[src/rtl/gate_sweep_pkg.sv]
// Shared definitions for the gate_sweep exhaustive gate tester: op encoding,
// op width and FSM state encoding.
package gate_sweep_pkg;

  localparam int OP_W = 3;

  typedef enum logic [OP_W-1:0] {
    OP_AND  = 3'd0,
    OP_OR   = 3'd1,
    OP_NAND = 3'd2,
    OP_NOR  = 3'd3,
    OP_XOR  = 3'd4,
    OP_XNOR = 3'd5,
    OP_BUF  = 3'd6,
    OP_NOT  = 3'd7
  } op_e;

  typedef enum logic [1:0] {
    S_IDLE,
    S_SETTLE,
    S_CHECK,
    S_DONE
  } state_e;

endpackage

[src/rtl/gate_sweep_ref.sv]
// Combinational reference gate: the expected output of an N_IN-input gate of
// function op for input vector stim.
module gate_ref
  import gate_sweep_pkg::*;
#(
  parameter int N_IN = 2
) (
  input  logic [N_IN-1:0] stim,
  input  op_e             op,
  output logic            y
);

  // NOTE: every variable driven in always_comb gets a default first, so no
  // path through the case can leave it unassigned and infer a latch.
  always_comb begin
    y = 1'b0;
    case (op)
      OP_AND:  y = &stim;
      OP_OR:   y = |stim;
      OP_NAND: y = ~&stim;
      OP_NOR:  y = ~|stim;
      OP_XOR:  y = ^stim;
      OP_XNOR: y = ~^stim;
      OP_BUF:  y = stim[0];
      OP_NOT:  y = ~stim[0];
    endcase
  end

endmodule

[src/rtl/gate_sweep.sv]
// Exhaustive sweep tester for an external N_IN-input gate. Each vector gets one
// SETTLE cycle and one CHECK cycle. Define GATE_SWEEP_TT_EN to capture the
// observed truth table; otherwise truth_table is tied to zero.
module gate_sweep
  import gate_sweep_pkg::*;
#(
  parameter int N_IN = 2
) (
  input  logic                 clk,
  input  logic                 rst_n,
  input  logic                 start,
  input  logic [OP_W-1:0]      op,
  output logic [N_IN-1:0]      stim,
  input  logic                 dut_y,
  output logic                 busy,
  output logic                 done,
  output logic                 pass,
  output logic [N_IN:0]        err_cnt,
  output logic [N_IN-1:0]      first_fail,
  output logic [(2**N_IN)-1:0] truth_table
);

  state_e      state;
  op_e         op_q;
  logic        ref_y;
  logic        mismatch;
  logic [N_IN:0] err_next;

  gate_ref #(.N_IN(N_IN)) u_ref (
    .stim (stim),
    .op   (op_q),
    .y    (ref_y)
  );

  assign mismatch = (dut_y != ref_y);
  // At most 2**N_IN mismatches, which always fits in N_IN+1 bits.
  assign err_next = err_cnt + (N_IN+1)'(mismatch);

  // NOTE: sequential state uses non-blocking assignments only, so every
  // register samples the pre-edge values regardless of statement order.
  always_ff @(posedge clk or negedge rst_n) begin
    if (!rst_n) begin
      state      <= S_IDLE;
      op_q       <= OP_AND;
      stim       <= '0;
      busy       <= 1'b0;
      done       <= 1'b0;
      pass       <= 1'b0;
      err_cnt    <= '0;
      first_fail <= '0;
    end else begin
      done <= 1'b0;
      case (state)
        S_IDLE: begin
          if (start) begin
            op_q       <= op_e'(op);
            stim       <= '0;
            err_cnt    <= '0;
            first_fail <= '0;
            pass       <= 1'b0;
            busy       <= 1'b1;
            state      <= S_SETTLE;
          end
        end
        S_SETTLE: state <= S_CHECK;
        S_CHECK: begin
          err_cnt <= err_next;
          if (mismatch && err_cnt == '0) first_fail <= stim;
          if (stim == '1) begin
            // done and pass become visible together on entry to DONE.
            busy  <= 1'b0;
            done  <= 1'b1;
            pass  <= (err_next == '0);
            state <= S_DONE;
          end else begin
            stim  <= stim + N_IN'(1);
            state <= S_SETTLE;
          end
        end
        S_DONE:  state <= S_IDLE;
        default: state <= S_IDLE;
      endcase
    end
  end

`ifdef GATE_SWEEP_TT_EN
  always_ff @(posedge clk or negedge rst_n) begin
    if (!rst_n) begin
      truth_table <= '0;
    end else if (state == S_IDLE && start) begin
      truth_table <= '0;
    end else if (state == S_CHECK) begin
      truth_table[stim] <= dut_y;
    end
  end
`else
  assign truth_table = '0;
`endif

endmodule

[config.mk]
export PLATFORM = sky130hd
export DESIGN_NAME = gate_sweep
export DESIGN_NICKNAME = d
export VERILOG_FILES = /design/src/rtl/gate_sweep_pkg.sv /design/src/rtl/gate_sweep_ref.sv /design/src/rtl/gate_sweep.sv
export SDC_FILE = /design/constraint.sdc
export NUM_CORES = 1
export LEC_CHECK = 0
export BUFFER_PORTS_ARGS = -buffer_cell sky130_fd_sc_hd__buf_4
export CAP_MARGIN = 20
export CORE_MARGIN = 2
export CORE_UTILIZATION = 43
export CTS_BUF_LIST = sky130_fd_sc_hd__clkbuf_4 sky130_fd_sc_hd__clkbuf_8
export DETAILED_ROUTE_END_ITERATION = 12
export PLACE_DENSITY = 0.63
export SETUP_SLACK_MARGIN = 0.02
export SYNTH_ARGS = -nofsm -noshare
export SYNTH_HDL_FRONTEND = slang
export SYNTH_SLANG_ARGS = --single-unit
[constraint.sdc]
create_clock -name clk -period 5.75 [get_ports clk]
set_clock_uncertainty 0.05 [all_clocks]
set_input_delay 0.575 -clock clk [delete_from_list [all_inputs] [get_ports clk]]
set_output_delay 0.575 -clock clk [all_outputs]
set_load 0.01 [all_outputs]
==> metrics.md, run 1 <==
| Metric | Value |
|---|---|
| Total leakage power | `just over 0.5 nW` |
| CP Cell Sequence | `inv_1 -> ha_1 -> mux2i_1 -> xnor2_1 -> a211oi_2 -> xnor2_1 -> ha_1 -> ha_1 -> nor2_1 -> nand3_1 -> o31ai_1` |
| Num CTS Buffers | `3` |
| CTS sink count | `15` |
| Ports | `21` |
| Final max-slew violation count | `0` |
| Reg clk slew, reported paths | `roughly 0.090 ns` |
| RSZ-0062 raised after global routing | `no` |
| Dpl cells | `about 130` |
| Row cnt | `15` |
| Final core utilization | `0.555` |
| Most common cell after layout, fill and taps aside | `nand2_1` |
| N_diodes | `0` |
| Synth warnings | `0` |
| Clk buf depth | `2` |
| Via density | `approximately 4.9` |
| Share of layout cells above drive strength 1 | `0.194` |
| Post-CTS setup buffers | `0` |
| Worst path most repeated cell | `ha_1` |
| Total grt overflow | `0` |
| Async set or reset register ratio after synthesis | `1.00` |
| Number of remaining DRC errors | `0` |
| Highest metal used | `met4` |
| All-Layer GR Usage | `0.170` |
| Number of DRC markers in iteration 0 | `9` |
| Reg2reg setup slack | `between 3 and 4 ns` |
| Worst Path Class, Setup | `reg -> reg` |
| Sequential area share after synthesis | `0.457` |
| Crit-path max FO | `7` |
| Initial Util | `0.466` |
| DP HPWL | `between 1 and 1.5 mm` |
| Final setup fails | `0` |
| Pre-antenna DRT Iters | `4` |
| H-tree Lvls | `1` |
| Layout area overhead | `19.2%` |
| Synth Register Bits | `15` |
| Final TNS setup | `0 ns` |
| Initial antenna violation count | `0` |
| CTS tree | `done` |
| Slowest Stage Delay on Critical Path | `roughly 0.46 ns` |
| Fin nets | `between 100 and 150` |
| Max-Cap Viols | `0` |
| Worst Path Required | `about 6 ns` |
| Top_reg_cell synth | `dfrtp_1` |
| Global-route wire length before repair | `2.64 mm` |
| Hold Fails Final Rpt | `0` |
| Hold Path Class | `in -> async` |
| Crit path arrival time | `about 2.7 ns` |
| Cts repair resizes | `0` |
| Syn Inst Count | `90` |
| Routability cong. | `between 0.7 and 0.8` |
| Synthesized area | `822 sq um` |
| Die H | `around 48 um` |
| Clock latency on the worst-skew pair | `roughly 0.29 ns` |
| Post-DP Area | `about 950 sq um` |
| Fin crit period | `2.57 ns` |
| Die ar. | `roughly 2300 sq um` |
| Synth cell types | `23` |
| Setup crit start kind | `register` |
| F_max | `between 0.3 and 0.4 GHz` |
| Port Buf Inserts | `16` |
| Crit end category | `register` |
| Cell Pwr Density | `around 470 nW/um^2` |
| Outcome | `completed` |
| CTS Hold Bufs | `0` |
| Via Count | `roughly 660` |
| Metal-1 WL | `737 um` |
| Filler Cell Count | `around 180` |
| Clock root buffer | `clkbuf_4` |
| Routed wl met3 | `approximately 90 um` |
| Final period util | `0.447` |
| Post-synth EDFFs | `0` |
| Largest net degree at the start of global routing | `16` |
| Peak VDD IR | `273 uV` |
| Most frequent cells in the layout | `nand2_1, buf_4, dfrtp_1` |
| Avg Inst Size Synth | `a little over 9 sq um` |
| CP max stage cell | `dfrtp_1` |
| Post-Route WL | `1.55 mm` |
| Core area | `around 1800 sq um` |
| Number of global-route vias before repair | `~600` |
| Antenna Violating Nets Remaining | `0` |
| Met2 routed WL | `687 um` |
| R2r worst-path depth | `11` |
| Layout Cells excl Fill | `~130` |
| Die Span X | `between 40 and 50 um` |
| Post-route cell area | `~980 sq um` |
| Drt wl/cell | `~12 um` |
## area by class of cell
cell class / instances / area [sq um] / share of cell area
clock buffer: 4 / 30.0 / 0.0307
sequential: 15 / 375 / 0.383
inverter: 7 / 26.3 / 0.0268
multi-input combinational: 66 / 397 / 0.405
tap: 25 / 31.3 / 0.0319
timing repair buffer: 16 / 120 / 0.123
## sequential cells by signal (all words and copies together), names as in the netlist
register	flops
state	2
pass	1
op_q	3
err_cnt	3
busy	1
first_fail	2
done	1
stim	2
## power by group
part | internal [mW] | switching [mW] | leakage (nW)
logic | 0.102 | 0.110 | 0.297
clock network | 0.0317 | 0.0337 | 0.0184
registers | 0.137 | 0.0423 | 0.193
## per-stage QoR
| stage | worst slack, ns | total power, mW | hold WS (ns) |
|---|---|---|---|
| 2_1_floorplan | 3.32 | 0.335 | 0.229 |
| 3_3_place_gp | 3.26 | 0.391 | 0.390 |
| 3_5_place_dp | 3.17 | 0.396 | 0.392 |
| 4_1_cts | 3.16 | 0.461 | 0.0753 |
| 5_1_grt | 2.89 | 0.503 | 0.0709 |
| 6_report | 3.18 | 0.457 | 0.0739 |
## critical path: cells and delay by family (launching register included)
family,cells,cell delay [ns]
DFF,1,0.46
buffers and inverters,1,0.09
AOI/OAI and AO/OA,2,0.54
and+or+nand+nor,2,0.19
xor gates and xnor gates,2,0.21
adders and majority gates,3,0.80
muxes,1,0.16
## per-layer routing
metal  track usage  vias to the layer above
met1         0.223                      301
met4        0.0865                        0
met2         0.251                       19
met5             0                        -
met3        0.0566                        6
li1              -                      329
## Yosys cell counts (2+ instances only)
cell | number | area [sq um]
mux2i_1 | 5 | 50.1
nor2_1 | 3 | 11.3
xnor2_1 | 3 | 26.3
a21oi_1 | 4 | 20.0
ha_1 | 4 | 50.1
o21ai_0 | 6 | 30.0
a22o_1 | 2 | 17.5
buf_4 | 4 | 30.0
dfrtp_1 | 15 | 375
inv_1 | 7 | 26.3
o22ai_1 | 2 | 12.5
nand2_1 | 18 | 67.6
and3_1 | 3 | 18.8
nand3_1 | 2 | 10.0
nor3_1 | 4 | 20.0
## kinds of logic (layout without fill, tap and decap cells)
logic type	after synthesis	count (layout)	synth area share
AO/OA/AOI/OAI	17	17	0.131
XOR/XNOR	3	3	0.0320
adder cells (fa/ha/maj)	4	4	0.0609
buffers and inverters	12	27	0.0746
flip-flops	15	15	0.457
multiplexers	5	5	0.0609
other	1	4	0.00456
AND/OR/NAND/NOR	33	33	0.180
## worst paths after layout
check,start,to
max reg2reg,stim[0],pass
min reg2reg,first_fail[0],first_fail[0]
max in group asynchronous,rst_n,op_q[1]
min in group clk,op[1],op_q[1]
min,rst_n,err_cnt[2]
max,stim[0],pass
Power figures use the tool's default switching activity.
==> inputs of run 2 (changes only) <==
Clock period 5.75 ns to 2.5 ns, I/O delays scaled along.
==> metrics.md, run 2 (synthesis results as in run 1) <==
| Metric | Value |
|---|---|
| Outcome | `completed` |
| Post-Route WL | `around 1.7 mm` |
| Die Span X | `~48 um` |
| Num CTS Buffers | `3` |
| Worst slack, placed | `-0.0679 ns` |
| Clock root buffer | `clkbuf_4` |
| Final core utilization | `0.634` |
| Crit-path max FO | `3` |
| Reg clk slew, reported paths | `~0.090 ns` |
| Layout area overhead | `36.1%` |
| Die H | `roughly 48 um` |
| Comb power frac | `0.560` |
| Largest registers | `err_cnt x3, op_q x3` |
| Number of remaining DRC errors | `0` |
| F_max | `just over 0.4 GHz` |
| Sequential share of power | `0.327` |
| Hold_sp | `op[1]` |
| Post-route cell area | `~1100 sq um` |
| Share of layout cells above drive strength 1 | `0.333` |
| Port Buf Inserts | `16` |
| GR Layer Usage met3 | `0.0226` |
| Ports | `21` |
| R2r worst-path depth | `11` |
| DP HPWL | `approximately 1.2 mm` |
| Reg2Reg Launch Point | `stim[1]` |
| Met1 Track Usage GR | `0.248` |
| CTS tree | `done` |
| Busiest grt layer | `met2` |
| RSZ-0062 raised after global routing | `yes` |
| Switching part of the total | `0.413` |
| Setup crit start kind | `register` |
| Via Count | `696` |
| Initial antenna violation count | `0` |
| Post-DP Area | `~990 sq um` |
| Antenna Violating Nets Remaining | `0` |
| Crit end category | `register` |
| Clock power frac | `0.113` |
| Routing usage on met2 | `0.259` |
| Worst Path Class, Setup | `reg -> reg` |
| Peak VDD IR | `approximately 680 uV` |
| All-Layer GR Usage | `0.173` |
| Rel. slew slack | `0.661` |
| Most frequent cells in the layout | `buf_4, nand2_1, dfrtp_1` |
| Die ar. | `about 2300 sq um` |
| CTS sink count | `15` |
| Hold Path Class | `in -> reg` |
| Total grt overflow | `0` |
| Worst reg2reg path endpoint | `pass` |
| Setup ws final | `0.0629 ns` |
| Global-route wire length before repair | `around 2.7 mm` |
| Total leakage power | `around 0.55 nW` |
| Worst Hold End | `op_q[1]` |
| Fin nets | `between 100 and 150` |
| Clock latency on the worst-skew pair | `a little under 0.3 ns` |
| Routability cong. | `between 0.7 and 0.8` |
| Largest net degree at the start of global routing | `16` |
| Crit path arrival time | `between 2 and 3 ns` |
| Total power after layout | `between 1 and 1.5 mW` |
| Max-Cap Viols | `0` |
| Sw Pwr | `around 0.53 mW` |
| Final setup fails | `0` |
| Initial Util | `0.466` |
| Clk buf depth | `2` |
| Final max-slew violation count | `0` |
| Worst Path Required | `between 2 and 3 ns` |
| Internal | `~0.75 mW` |
| H-tree Lvls | `1` |
| Core area | `1760 sq um` |
| Drt wl/cell | `between 10 and 15 um` |
| Via density | `between 4 and 5` |
| Worst-Margin Slew | `roughly 0.50 ns` |
| Cell Pwr Density | `roughly 1100 nW/um^2` |
| Hold Fails Final Rpt | `0` |
| Fin crit period | `around 2.4 ns` |
| Number of DRC markers in iteration 0 | `6` |
| Hold Crit Depth | `3` |
| Most common cell after layout, fill and taps aside | `buf_4` |
| Row cnt | `15` |
| Pre-antenna DRT Iters | `4` |
| Reg2reg setup slack | `about 0.063 ns` |
| N_diodes | `0` |
| Number of global-route vias before repair | `a little under 600` |
| Final period util | `0.975` |
| Filler Cell Count | `170` |
run 2: cell count changes in the layout (fill, tap and decap cells not counted), moves of 2 or more:
| cell | change |
|---|---|
| buf_4 | +7 |
| ha_1 | -4 |
| ha_2 | +2 |
| ha_4 | +2 |
run 2: critical path: stages (launching register included):
cell      delay [ns]
dfrtp_1         0.41
buf_6           0.13
ha_2            0.16
or2_1           0.23
and3_4          0.16
a211oi_4        0.24
xnor2_1         0.16
ha_2            0.21
ha_4            0.20
nor2_4          0.09
nand3_2         0.08
o31ai_2         0.24
run 2: timing repair:
action / 4_1_cts / 5_1_grt
buffers inserted: 2 / 1
endpoints found under the setup margin: 1 / 2
resized for setup: 3 / 11
pin swaps: 5 / 7
hold buffers: 1 / 0
hold endpoints to repair: 15 / 0
run 2: power by group through the flow:
| stage | sequential (mW) | clock [mW] | combinational (mW) |
|---|---|---|---|
| global placement | 0.412 | 0 | 0.542 |
| floorplan | 0.400 | 0 | 0.371 |
| finish | 0.419 | 0.144 | 0.718 |
| CTS | 0.408 | 0.143 | 0.608 |
| global route | 0.436 | 0.160 | 0.792 |
| detailed placement | 0.414 | 0 | 0.558 |
run 2: final cells by class:
cell class	instances	area [sq um]	share of cell area
Clock buffer	3	22.5	0.0201
Clock inverter	1	5.00	0.00447
Inverter	7	26.3	0.0235
Multi-Input combinational cell	66	464	0.415
Sequential cell	15	375	0.336
Tap cell	25	31.3	0.0280
Timing Repair Buffer	25	194	0.173
run 2: metrics by stage:
stage                     TNS [ns]  cells  hold WS [ns]
after floorplan                  0     93       -0.0956
after global placement           0    134        0.0635
after detailed placement   -0.0679    134        0.0629
after CTS                        0    141        0.0978
after global routing       -0.0660    142        0.0986
final                            0    142        0.0947
run 2: worst max-delay path by stage:
stage / start / to / slack [ns] / depth (start not counted)
final: stim[1] / pass / 0.06 / 11
after CTS: stim[1] / pass / 0.04 / 11
after global placement: stim[0] / pass / 0.08 / 11
after global routing: stim[1] / pass / -0.07 / 11
after floorplan: stim[0] / pass / 0.07 / 11
after detailed placement: stim[1] / pass / -0.07 / 11
run 2: per-layer routing:
layer / part of all wire / vias up
met5: 0 / -
met4: 0.018 / 0
met3: 0.029 / 5
met2: 0.46 / 14
met1: 0.49 / 326
li1: - / 351
